[src/rtl/div.sv]
// Multi-cycle 32-bit restoring divider returning {remainder, quotient} over a start/ready handshake.
// Define QUANTR_DIV_SIGNED_EN to honor signed_div_i; otherwise every divide is unsigned.
module div (
    input  logic        clk,
    input  logic        rst,
    input  logic        signed_div_i,
    input  logic [31:0] opdata1_i,
    input  logic [31:0] opdata2_i,
    input  logic        start_i,
    input  logic        annul_i,
    output logic [63:0] result_o,
    output logic        ready_o
);

    typedef enum logic [1:0] {
        S_FREE   = 2'd0,
        S_BYZERO = 2'd1,
        S_ON     = 2'd2,
        S_END    = 2'd3
    } state_t;

    state_t      r_state, w_state_nxt;
    logic [4:0]  r_cnt, w_cnt_nxt;
    logic [31:0] r_rem, w_rem_nxt;
    logic [31:0] r_quo, w_quo_nxt;
    logic [31:0] r_dvsr, w_dvsr_nxt;
    logic [63:0] r_result, w_result_nxt;
    logic        r_ready, w_ready_nxt;

    logic [32:0] w_upper;
    logic [33:0] w_trial;
    logic        w_ge;
    logic [31:0] w_rem_step, w_quo_step;
    logic [31:0] w_mag_a, w_mag_b;
    logic [31:0] w_rem_fin, w_quo_fin;
    logic        w_unused_trial;

    // One restoring step: shift in the next dividend bit, trial-subtract the divisor.
    assign w_upper        = {r_rem, r_quo[31]};
    assign w_trial        = {1'b0, w_upper} - {2'b00, r_dvsr};
    assign w_ge           = ~w_trial[33];
    assign w_rem_step     = w_ge ? w_trial[31:0] : w_upper[31:0];
    assign w_quo_step     = {r_quo[30:0], w_ge};
    assign w_unused_trial = w_trial[32];

`ifdef QUANTR_DIV_SIGNED_EN
    logic r_neg_q, w_neg_q_nxt;
    logic r_neg_r, w_neg_r_nxt;
    logic w_neg_a, w_neg_b;

    function automatic logic [31:0] neg32(input logic [31:0] v);
        return ~v + 32'd1;
    endfunction

    assign w_neg_a   = signed_div_i & opdata1_i[31];
    assign w_neg_b   = signed_div_i & opdata2_i[31];
    assign w_mag_a   = w_neg_a ? neg32(opdata1_i) : opdata1_i;
    assign w_mag_b   = w_neg_b ? neg32(opdata2_i) : opdata2_i;
    // Remainder follows the dividend's sign; quotient is negative when the signs differ.
    assign w_quo_fin = r_neg_q ? neg32(w_quo_step) : w_quo_step;
    assign w_rem_fin = r_neg_r ? neg32(w_rem_step) : w_rem_step;
`else
    logic w_unused_sgn;

    assign w_unused_sgn = signed_div_i;
    assign w_mag_a      = opdata1_i;
    assign w_mag_b      = opdata2_i;
    assign w_quo_fin    = w_quo_step;
    assign w_rem_fin    = w_rem_step;
`endif

    // Next-state and next-output logic for the divide handshake.
    always_comb begin
        w_state_nxt  = r_state;
        w_cnt_nxt    = r_cnt;
        w_rem_nxt    = r_rem;
        w_quo_nxt    = r_quo;
        w_dvsr_nxt   = r_dvsr;
        w_result_nxt = r_result;
        w_ready_nxt  = r_ready;
`ifdef QUANTR_DIV_SIGNED_EN
        w_neg_q_nxt  = r_neg_q;
        w_neg_r_nxt  = r_neg_r;
`endif
        case (r_state)
            S_FREE: begin
                w_result_nxt = 64'h0;
                w_ready_nxt  = 1'b0;
                if (start_i && !annul_i) begin
                    w_rem_nxt  = 32'h0;
                    w_quo_nxt  = w_mag_a;
                    w_dvsr_nxt = w_mag_b;
                    w_cnt_nxt  = 5'd0;
`ifdef QUANTR_DIV_SIGNED_EN
                    w_neg_q_nxt = w_neg_a ^ w_neg_b;
                    w_neg_r_nxt = w_neg_a;
`endif
                    if (opdata2_i == 32'h0) begin
                        w_state_nxt = S_BYZERO;
                    end else begin
                        w_state_nxt = S_ON;
                    end
                end else begin
                    w_state_nxt = S_FREE;
                end
            end
            S_BYZERO: begin
                w_state_nxt  = S_END;
                w_result_nxt = 64'h0;
                w_ready_nxt  = 1'b1;
            end
            S_ON: begin
                if (annul_i) begin
                    w_state_nxt  = S_FREE;
                    w_result_nxt = 64'h0;
                    w_ready_nxt  = 1'b0;
                end else begin
                    w_rem_nxt = w_rem_step;
                    w_quo_nxt = w_quo_step;
                    w_cnt_nxt = r_cnt + 5'd1;
                    if (r_cnt == 5'd31) begin
                        w_state_nxt  = S_END;
                        w_result_nxt = {w_rem_fin, w_quo_fin};
                        w_ready_nxt  = 1'b1;
                    end else begin
                        w_state_nxt = S_ON;
                    end
                end
            end
            S_END: begin
                if (start_i) begin
                    w_state_nxt = S_END;
                end else begin
                    w_state_nxt  = S_FREE;
                    w_result_nxt = 64'h0;
                    w_ready_nxt  = 1'b0;
                end
            end
            default: begin
                w_state_nxt  = S_FREE;
                w_result_nxt = 64'h0;
                w_ready_nxt  = 1'b0;
            end
        endcase
    end

    // State, datapath and output registers with synchronous reset.
    always_ff @(posedge clk) begin
        if (rst) begin
            r_state  <= S_FREE;
            r_cnt    <= 5'd0;
            r_rem    <= 32'h0;
            r_quo    <= 32'h0;
            r_dvsr   <= 32'h0;
            r_result <= 64'h0;
            r_ready  <= 1'b0;
`ifdef QUANTR_DIV_SIGNED_EN
            r_neg_q  <= 1'b0;
            r_neg_r  <= 1'b0;
`endif
        end else begin
            r_state  <= w_state_nxt;
            r_cnt    <= w_cnt_nxt;
            r_rem    <= w_rem_nxt;
            r_quo    <= w_quo_nxt;
            r_dvsr   <= w_dvsr_nxt;
            r_result <= w_result_nxt;
            r_ready  <= w_ready_nxt;
`ifdef QUANTR_DIV_SIGNED_EN
            r_neg_q  <= w_neg_q_nxt;
            r_neg_r  <= w_neg_r_nxt;
`endif
        end
    end

    assign result_o = r_result;
    assign ready_o  = r_ready;

endmodule
[config.mk]
export PLATFORM = sky130hd
export DESIGN_NAME = div
export DESIGN_NICKNAME = d
export VERILOG_FILES = /design/src/rtl/div.sv
export SDC_FILE = /design/constraint.sdc
export NUM_CORES = 1
export LEC_CHECK = 0
export BUFFER_PORTS_ARGS = -buffer_cell sky130_fd_sc_hd__buf_2
export CORE_MARGIN = 5
export CORE_UTILIZATION = 34
export CTS_BUF_LIST = sky130_fd_sc_hd__clkbuf_4 sky130_fd_sc_hd__clkbuf_8
export CTS_CLUSTER_SIZE = 8
export DETAILED_ROUTE_END_ITERATION = 7
export GPL_TIMING_DRIVEN = 0
export PLACE_DENSITY_LB_ADDON = 0.08
export SLEW_MARGIN = 20
export SYNTH_ARGS = -nofsm -noshare
export SYNTH_HDL_FRONTEND = slang
export SYNTH_SLANG_ARGS = --single-unit
[constraint.sdc]
create_clock -name clk -period 5.3 [get_ports clk]
set_input_delay 0.53 -clock clk [delete_from_list [all_inputs] [get_ports clk]]
set_output_delay 0.53 -clock clk [all_outputs]
set_load 0.02 [all_outputs]
Yosys cells after proc, flatten, opt, wreduce, memory -nomap -nowiden
Cells that the tools add are included.
{"block": "word_totals", "input_bits": 69, "ff_bits": 168, "output_inout_bits": 65, "word_cells": 51}
{"block": "classes", "muxes": 24, "n_bitwise": 1, "n_addsub": 2, "reduce_logical": 9, "n_eq_ne": 8}
{"cell": "64-bit two-way mux", "count": 3}
{"cell": "64-bit case mux with 3 select lines", "count": 1}
{"cell": "32-bit two-way mux", "count": 5}
{"cell": "32-bit case mux with 2 select lines", "count": 2}
{"cell": "33-bit by 32-bit subtractor with 34-bit output", "count": 1}
{"cell": "32-bit logical NOT", "count": 1}
{"cell": "5-bit two-way mux", "count": 2}
{"cell": "5-bit case mux with 2 select lines", "count": 1}
{"cell": "2-bit two-way mux", "count": 4}
{"cell": "2-bit case mux with 4 select lines", "count": 1}
{"cell": "2-bit inequality test, second input constant", "count": 3}
{"cell": "5-bit by 1-bit adder with 5-bit output, second input constant", "count": 1}
{"cell": "5-bit == test, second input constant", "count": 1}
{"cell": "2-bit == test, second input constant", "count": 2}
{"cell": "1-bit two-way mux", "count": 4}
{"cell": "1-bit case mux with 4 select lines", "count": 1}
{"cell": "2-bit AND reduction", "count": 2}
{"cell": "3-bit inequality test, second input constant", "count": 1}
{"cell": "3-bit AND reduction", "count": 1}
{"cell": "2-bit by 1-bit == test with 1-bit output, second input constant", "count": 1}
{"cell": "2-bit logical NOT", "count": 1}
{"cell": "2-bit nonzero test", "count": 1}
{"cell": "2-bit OR reduction", "count": 1}
{"cell": "1-bit logical AND", "count": 1}
{"cell": "other kinds (2)", "count": 2}

Longest topological paths before layout
Gate-level depths: netlist of run 1.
{"block": "depth", "word_depth": 5, "depth_mapped": 14, "ltp_nobuf": 13}

Worst setup path after synthesis of run 1
Ideal clock, no wire load.
{"block": "synth_timing", "path_kind": "reg2reg", "startpoint": "reg r_quo[31]", "endpoint": "reg r_rem[18]", "slack_ns": 2.747, "n_path_buf": 0, "setup_ns": 0.070, "stages_incl_launch_ff": 14, "t_arrival_ns": 2.483, "required_time_ns": 5.230, "synth_period_minus_slack_ns": 2.553, "cell_sequence": "dfxtp_1 > inv_1 > ha_1 > inv_1 > fa_1 > a21o_1 > nand4_1 > a21oi_1 > o21ai_1 > o41ai_2 > mux2_2 > a31oi_1 > a21oi_1 > o21ai_1"}
{"block": "synth_via", "elab_chain_len": 4}
{"item": "from (decl)", "line_no": "25", "rtl": "logic [31:0] r_quo, w_quo_nxt;"}
{"item": "from (signal assigned)", "line_no": "165", "rtl": "r_quo <= w_quo_nxt;"}
{"item": "33-bit by 32-bit subtractor with 34-bit output", "line_no": "40", "rtl": "assign w_trial = {1'b0, w_upper} - {2'b00, r_dvsr};"}
{"item": "32-bit two-way mux", "line_no": "42", "rtl": "assign w_rem_step = w_ge ? w_trial[31:0] : w_upper[31:0];"}
{"item": "32-bit two-way mux", "line_no": "113", "rtl": "if (annul_i) begin"}
{"item": "32-bit case mux with 2 select lines", "line_no": "85", "rtl": "case (r_state)"}
{"item": "to (signal assigned)", "line_no": "164", "rtl": "r_rem <= w_rem_nxt;"}
{"item": "to (decl)", "line_no": "24", "rtl": "logic [31:0] r_rem, w_rem_nxt;"}
No other way between the ends. The select of a mux whose other input is x is not followed.
A chain may end at the register's enable or synchronous reset.

Final worst setup path of run 1
{"block": "layout_timing", "startpoint": "reg r_dvsr[1]", "endpoint": "reg r_rem[30]"}
{"block": "layout_via", "elab_chain_len": 4}
{"item": "from (decl)", "line_no": "26", "rtl": "logic [31:0] r_dvsr, w_dvsr_nxt;"}
{"item": "from (signal assigned)", "line_no": "166", "rtl": "r_dvsr <= w_dvsr_nxt;"}
{"item": "33-bit by 32-bit subtractor with 34-bit output", "line_no": "40"}
{"item": "32-bit two-way mux", "line_no": "42"}
{"item": "32-bit two-way mux", "line_no": "113"}
{"item": "32-bit case mux with 2 select lines", "line_no": "85"}
No other way between the ends. The select of a mux whose other input is x is not followed.

==> results of run 1 <==
## worst min-delay path by stage
stage / end / startpoint / slack [ps] / cells past startpoint
floorplan: r_dvsr[10] / r_dvsr[10] / 440 / 2
global placement: result_o[48] / result_o[48] / 430 / 2
detailed placement: result_o[42] / result_o[42] / 440 / 2
CTS: r_quo[9] / opdata1_i[9] / 270 / 3
global route: r_dvsr[3] / opdata2_i[3] / 260 / 3
finish: r_dvsr[3] / opdata2_i[3] / 300 / 3
## cell usage after synthesis, types with 11 or more instances
| master | number |
|---|---|
| a211oi_1 | 23 |
| a21o_1 | 14 |
| a21oi_1 | 103 |
| a21oi_2 | 12 |
| a222oi_1 | 13 |
| a22o_1 | 11 |
| clkbuf_1 | 56 |
| dfxtp_1 | 168 |
| ha_1 | 39 |
| inv_1 | 40 |
| mux2i_1 | 30 |
| nand2_1 | 179 |
| nand3_1 | 39 |
| nor2_1 | 67 |
| o21ai_0 | 19 |
| o21ai_1 | 62 |
| xnor2_1 | 17 |
| xor2_1 | 12 |
## worst max-delay path, cell delays in order (launching register included)
cell,delay [ps]
dfxtp_1,340
inv_1,90
ha_1,270
nor2b_1,160
o31a_1,290
o31ai_1,330
nor3b_2,320
o31ai_2,140
a31oi_2,220
buf_6,210
buf_8,190
mux2i_1,360
o21ai_1,120
## per-stage QoR
stage	hold WS, ps	setup slack [ps]	util (%)	std cells	total power [mW]
floorplan	436.3	2747	-	1026	1.660
global placement	435.0	2048	38.83	1482	1.796
detailed placement	438.1	2047	38.83	1482	1.794
CTS	265.7	2025	40.49	1514	2.738
global route	264.8	1752	40.49	1514	2.838
finish	298.0	2121	40.49	1514	2.693
## power by group through the flow
stage | clock network [mW] | logic (mW) | registers [mW]
after floorplan | 0 | 0.323 | 1.34
after global placement | 0 | 0.455 | 1.34
after detailed placement | 0 | 0.453 | 1.34
after CTS | 0.971 | 0.455 | 1.31
after global routing | 1.02 | 0.500 | 1.32
final | 0.931 | 0.450 | 1.31
## final cells by class
type	instances	share of cell area, %
clock buffers	18	2.516
repair buffers	132	6.709
clock inverters	14	1.588
flip-flops and latches	168	34.16
multi-input cells	750	46.15
well taps	324	4.117
inverters	40	1.525
plain buffers	68	3.240
## kinds of logic (layout without fill, tap and decap cells)
kind of cell,count (synthesis),in the layout,synth area share [%]
flops,168,168,40.15
fa+ha+maj,40,40,6.064
buf+inv,108,272,5.601
simple gates,351,351,18.95
mux,32,32,3.898
compound gates,298,298,22.30
xor+xnor,29,29,3.032
## routing by layer
metal / share of wire, % / vias to the layer above / track usage, %
met5: 0.028 / - / 0
met4: 1.2 / 2 / 3.984
met3: 5.0 / 19 / 4.148
met2: 47 / 162 / 29.64
met1: 47 / 3547 / 23.25
li1: - / 3906 / -
## state kept, by name (all words and copies together) (netlist names)
| register | flops |
|---|---|
| result_o | 64 |
| r_dvsr | 32 |
| r_cnt | 5 |
| r_rem | 32 |
| ready_o | 1 |
| r_state | 2 |
| r_quo | 32 |
==> results.txt, run 1 <==
----------------------------------------------------
[Outcome]
  Result of the run ... completed

[Timing]
  Final hold violation count ... 0
  Fin Setup TNS ... 0 ps
  Final period util ... 59.99%
  Count of endpoints failing setup in the final report ... 0
  Pins over their slew limit ... 0
  Fmax ... 0.3145 GHz
  Final min period ... 3179 ps
  RSZ-0062 raised after global routing ... false
  Worst-case headroom to the max-slew limit ... 35.45%
  Clk_skew ... between 15 and 20 ps
  Measured slew at the worst slew-check pin ... 960.9 ps

[Setup path]
  Reg2reg end ... r_rem[30]
  Worst r2r path cells ... 12
  End point of the critical path ... r_rem[30]
  Slack of the worst reg-to-reg path ... 2120 ps
  Endpoint type of the worst setup path ... flip-flop
  Kind of launch point of the worst setup path ... flip-flop
  Critical path start-end classification ... reg2reg
  Data required time at the worst endpoint ... 5650 ps
  Crit Path Max Fanout ... 10
  Reg-to-reg critical path startpoint ... r_dvsr[1]
  Timing startpoint of the critical path ... r_dvsr[1]
  Endpoint arrival time on the critical path ... 3530 ps

[Synthesis]
  Mapped Nets ... ~1100
  Post-synth top area cell ... dfxtp_1
  Synth area leaders ... dfxtp_1 40%, nand2_1 8.0%, a21oi_1 6.2%
  Cells after Synth ... slightly above 1000
  Synth Area per Inst ... 8.165 um2
  Count of unique library cells instantiated by Yosys ... 65
  Total number of yosys warnings ... 0
  Netlist area before placement ... 8377 um2
  Post-synth top area share ... 40.15%
  Sequential cell area fraction in the yosys report ... about 40%
  Primary flip-flop cell chosen by synthesis mapping ... dfxtp_1
  Post-synthesis async set-or-reset flop share ... 0%
  Number of enable flip-flop cells after synthesis ... 0
  Post-synthesis sequential element count ... 168

[Job]
  MaxCap Viol Count ... 0

[Cells and area]
  Area occupied by multi-input gates ... between 4000 and 5000 um2
  Most common cell after layout, fill and taps aside ... nand2_1
  Filler cell count ... 2611
  Diodes inserted ... 0
  Commonest cells after routing, fill and taps aside ... 179 x nand2_1, 168 x dfxtp_1, 134 x buf_2, 103 x a21oi_1, 67 x nor2_1
  Area growth from synthesis to layout ... 17.55%
  Area taken by flip-flops and latches ... 3363 um2
  Ratio of cells with drive above 1 in the final layout ... 17.39%
  Final net count ... 1286
  Post-route cell area ... 9847 um2

[Detailed routing]
  Detail-routed net length per standard cell ... 16.50 um
  Detailed Route WL ... about 25000 um
  Vias post-DR ... 7636
  Via count normalized by instance count ... 5.044
  Routed Antenna Nets ... 0
  DRC Markers ... 0
  Initial detailed-routing violation count ... about 430
  Drt pass-1 iters ... 7

[Floorplan]
  Top Ports ... between 100 and 150
  Number of core rows ... 57
  Initial cell density of the core ... 34.44%
  Die extent in x ... 167.0 um
  Total die area ... between 20000 and 30000 um2
  Placeable Area ... 24320 um2
  Height of the die ... roughly 170 um

[GRT]
  Overall Global Routing Usage ... 17.69%
  Vias in the first global route ... 7571
  Overall overflow remaining after global route ... 0
  Pin count of the biggest net entering global routing ... 19
  Initial antenna violation count ... 1
  First-pass GRT wire length ... 40170 um

[Clocking]
  Worst-path clk slew ... 110 ps
  Clock root buffer ... clkbuf_8
  Clock buffers created by TritonCTS ... 17
  Total setup buffers inserted after CTS ... 0
  Sink Count ... between 150 and 200
  Cts-stage hold buffer count ... 0
  Post-cts gate resize count ... 0
  CTS HTree Levels ... 4
  Worst-case clock buffer depth ... 2
  Insertion delay of the later-clocked pin in the worst-skew pair ... 470 ps
  TritonCTS clock tree ... yes

[Power and ir drop]
  Switching part of the total power ... 32.05%
  Clk pwr share ... 34.6%
  Internal ... roughly 1.8 mW
  Combinational Power Share ... 16.7%
  Pwr/cell area ... 273.5 nW/um2
  Psw ... 0.8630 mW
  Share of power burned in registers ... roughly 49%
  Leakage power total ... just under 4 nW
  Maximum ir drop on the vdd rail ... ~0.13 mV

[Place]
  Final GP Congestion ... just under 0.9
  Number of input and output port buffers inserted ... 132
  HPWL after DPL ... between 15000 and 20000 um
  Dpl cell area ... 9443 um2

[Min path]
  Class of the tightest hold or removal check ... in2reg

----------------------------------------------------
No activity file was read; power rests on OpenSTA's default activity.
==> inputs of run 2 (changes only) <==
==> constraint.sdc (replaced) <==
create_clock -name clk -period 3.1 [get_ports clk]
set_input_delay 0.31 -clock clk [delete_from_list [all_inputs] [get_ports clk]]
set_output_delay 0.31 -clock clk [all_outputs]
set_load 0.02 [all_outputs]
==> run 2 against run 1 <==
  * First-iteration DRC count is 4.6% lower
  * Core utilization is 1.1 points higher
  * Combinational power is 92% higher
  * Maximum frequency is 6.8% higher
  * Final area is 2.7% higher
  * Global-route usage hardly changed
  * Register-to-register slack worse by 2000 ps
  * Worst hold slack worse by 220 ps
  * Largest cell class unchanged
==> results.txt, run 2 (synthesized netlist as in run 1, its figures left out) <==
----------------------------------------------------
[Outcome]
  Result of the run ... completed

[Floorplan]
  Placeable Area ... 24320 um2 (unchanged)
  Die extent in x ... 167.0 um (unchanged)
  Initial cell density of the core ... 34.44% (unchanged)
  Total die area ... 27880 um2 (unchanged)
  Number of core rows ... 57 (unchanged)
  Height of the die ... 167.0 um (unchanged)
  Top Ports ... 134 (unchanged)

[Power and ir drop]
  Total power after layout ... 4.707 mW (+75%)
  Pwr/cell area ... 465.6 nW/um2 (+70%)
  Maximum ir drop on the vdd rail ... 0.1964 mV (+52%)
  Leakage power total ... 4.006 nW (+0.95%)

[Detailed routing]
  Initial detailed-routing violation count ... 413 (-4.6%)
  Detail-routed net length per standard cell ... 16.54 um (+0.25%)
  Via count normalized by instance count ... 5.010 (-0.67%)
  Detailed Route WL ... 25140 um (+0.65%)
  DRC Markers ... 0 (unchanged)
  Routed Antenna Nets ... 0 (unchanged)
  Drt pass-1 iters ... 5 (-2)
  Vias post-DR ... 7615 (-0.28%)

[Clocking]
  Sink Count ... 168 (unchanged)
  CTS HTree Levels ... 4 (unchanged)
  Worst-case clock buffer depth ... 2 (unchanged)
  Worst-path clk slew ... 100 ps (about the same)
  Insertion delay of the later-clocked pin in the worst-skew pair ... 470 ps (about the same)
  Clock buffers created by TritonCTS ... 17 (unchanged)
  Clock root buffer ... clkbuf_8
  TritonCTS clock tree ... yes

[Cells and area]
  Filler cell count ... 2583 (-1.1%)
  Most common cell after layout, fill and taps aside ... nand2_1
  Commonest cells after routing, fill and taps aside ... 178 x nand2_1, 164 x dfxtp_1, 134 x buf_2, 100 x a21oi_1, 67 x nor2_1
  Final net count ... 1292 (+0.47%)
  Diodes inserted ... 0 (unchanged)
  Largest register FFs ... 64 (unchanged)
  Ratio of cells with drive above 1 in the final layout ... 19.82% (+2.4 points)
  Area growth from synthesis to layout ... 20.69%

[GRT]
  Initial antenna violation count ... 1 (unchanged)
  Overall Global Routing Usage ... 17.72% (+0.035 points)
  Overall overflow remaining after global route ... 0 (unchanged)
  Pin count of the biggest net entering global routing ... 19 (unchanged)
  First-pass GRT wire length ... 40230 um (+0.15%)
  Vias in the first global route ... 7589 (+0.24%)

[Setup path]
  Endpoint arrival time on the critical path ... 3320 ps (-210 ps)
  Slack of the worst reg-to-reg path ... 120 ps (-2000 ps)
  Worst r2r path cells ... 12 (unchanged)
  Kind of launch point of the worst setup path ... flip-flop
  Endpoint type of the worst setup path ... flip-flop
  Critical path start-end classification ... reg2reg
  Crit Path Max Fanout ... 8 (-2)
  Reg2reg end ... r_rem[30]
  Data required time at the worst endpoint ... 3450 ps (-2200 ps)
  Reg-to-reg critical path startpoint ... r_dvsr[1]

[Min path]
  Worst hold path depth ... 3 (unchanged)
  Worst Min Path Start ... opdata2_i[3]
  Hold Crit Endpoint ... r_dvsr[3]
  Class of the tightest hold or removal check ... in2reg

[Timing]
  Pins over their slew limit ... 0 (unchanged)
  Measured slew at the worst slew-check pin ... 998.7 ps (+37.82 ps)
  Post-Route Hold Slack ... 80.13 ps (-217.9 ps)
  Final hold violation count ... 0 (unchanged)
  Fmax ... 0.3361 GHz (+6.8%)
  Clk_skew ... 18.90 ps (+0.7642 ps)
  Final critical-path setup slack ... 124.4 ps (-1996 ps)
  Final period util ... 95.99% (+36 points)
  Final min period ... 2976 ps (-203.7 ps)
  Worst-case headroom to the max-slew limit ... 32.91% (-2.5 points)
  Count of endpoints failing setup in the final report ... 0 (unchanged)
  Fin Setup TNS ... 0 ps (unchanged)
  RSZ-0062 raised after global routing ... true

[Place]
  Final GP Congestion ... 0.8882 (unchanged)
  HPWL after DPL ... 19180 um (unchanged)
  Number of input and output port buffers inserted ... 132 (unchanged)
  Pre-CTS WS ... -152.8 ps (-2200 ps)

[Job]
  MaxCap Viol Count ... 0 (unchanged)

----------------------------------------------------
[run 2: changes by cell type in the layout (fill, tap and decap cells not counted), sizes merged]
cell and change:
buf +6
[run 2: worst max path at each step]
stage	from	endpoint	slack, ps
final	r_dvsr[1]	r_rem[30]	120
after global routing	r_dvsr[1]	r_rem[0]	-40
after CTS	r_dvsr[10]	r_rem[20]	2
after detailed placement	r_state[0]	result_o[58]	-150
after global placement	r_state[0]	result_o[58]	-150
after floorplan	r_quo[31]	r_rem[18]	550
[run 2: metrics by stage]
| step | std cells | util, % | area (um2) |
|---|---|---|---|
| 6_report | 1520 | 41.57 | 10110 |
| 5_1_grt | 1520 | 41.57 | 10110 |
| 4_1_cts | 1514 | 40.54 | 9859 |
| 3_5_place_dp | 1482 | 38.83 | 9443 |
| 3_3_place_gp | 1482 | 38.83 | 9443 |
| 2_1_floorplan | 1026 | - | 8377 |
[run 2: cell type report]
| type | count | area, um2 | share of cell area (%) |
|---|---|---|---|
| Clock buffer | 18 | 247.7 | 2.450 |
| Clock inverter | 14 | 156.4 | 1.547 |
| Tap cell | 324 | 405.4 | 4.010 |
| Timing Repair Buffer | 139 | 730.7 | 7.228 |
| Inverter | 40 | 150.1 | 1.485 |
| Buffer | 67 | 325.3 | 3.218 |
| Sequential cell | 168 | 3368 | 33.32 |
| Multi-Input combinational cell | 750 | 4726 | 46.75 |
[run 2: power breakdown]
group | internal, mW | leakage [nW] | total (mW) | switching [mW]
Combinational | 0.351 | 2.44 | 0.866 | 0.514
Clock | 0.629 | 0.201 | 1.60 | 0.969
Sequential | 2.21 | 1.36 | 2.24 | 0.0354
Total | 3.19 | 4.01 | 4.71 | 1.52
[run 2: repair_timing]
| action | CTS | global route |
|---|---|---|
| cloned | 0 | 1 |
| hold buffers | 0 | 0 |
| setup endpoints to repair | 32 | 61 |
| setup buffers | 0 | 6 |
| pin swaps | 0 | 9 |
| resized for setup | 3 | 37 |
[run 2: routing by layer]
layer  vias up  GRT usage (%)  part of all wire [%]
met4         2          4.127                   1.0
met1      3512          23.27                    47
met2       165          29.68                    47
met3        15          4.148                   4.9
met5         -              0                 0.028
li1       3921              -                     -
[run 2: worst max-delay path: stages (launching register included)]
cell and delay (ps):
dfxtp_2 350, inv_2 50, ha_1 260, nor2b_1 160, o31a_1 360, o31ai_4 280, nor3b_4 310, o31ai_4 110
a31oi_2 230, buf_6 200, buf_12 160, mux2i_4 270, o21ai_1 100
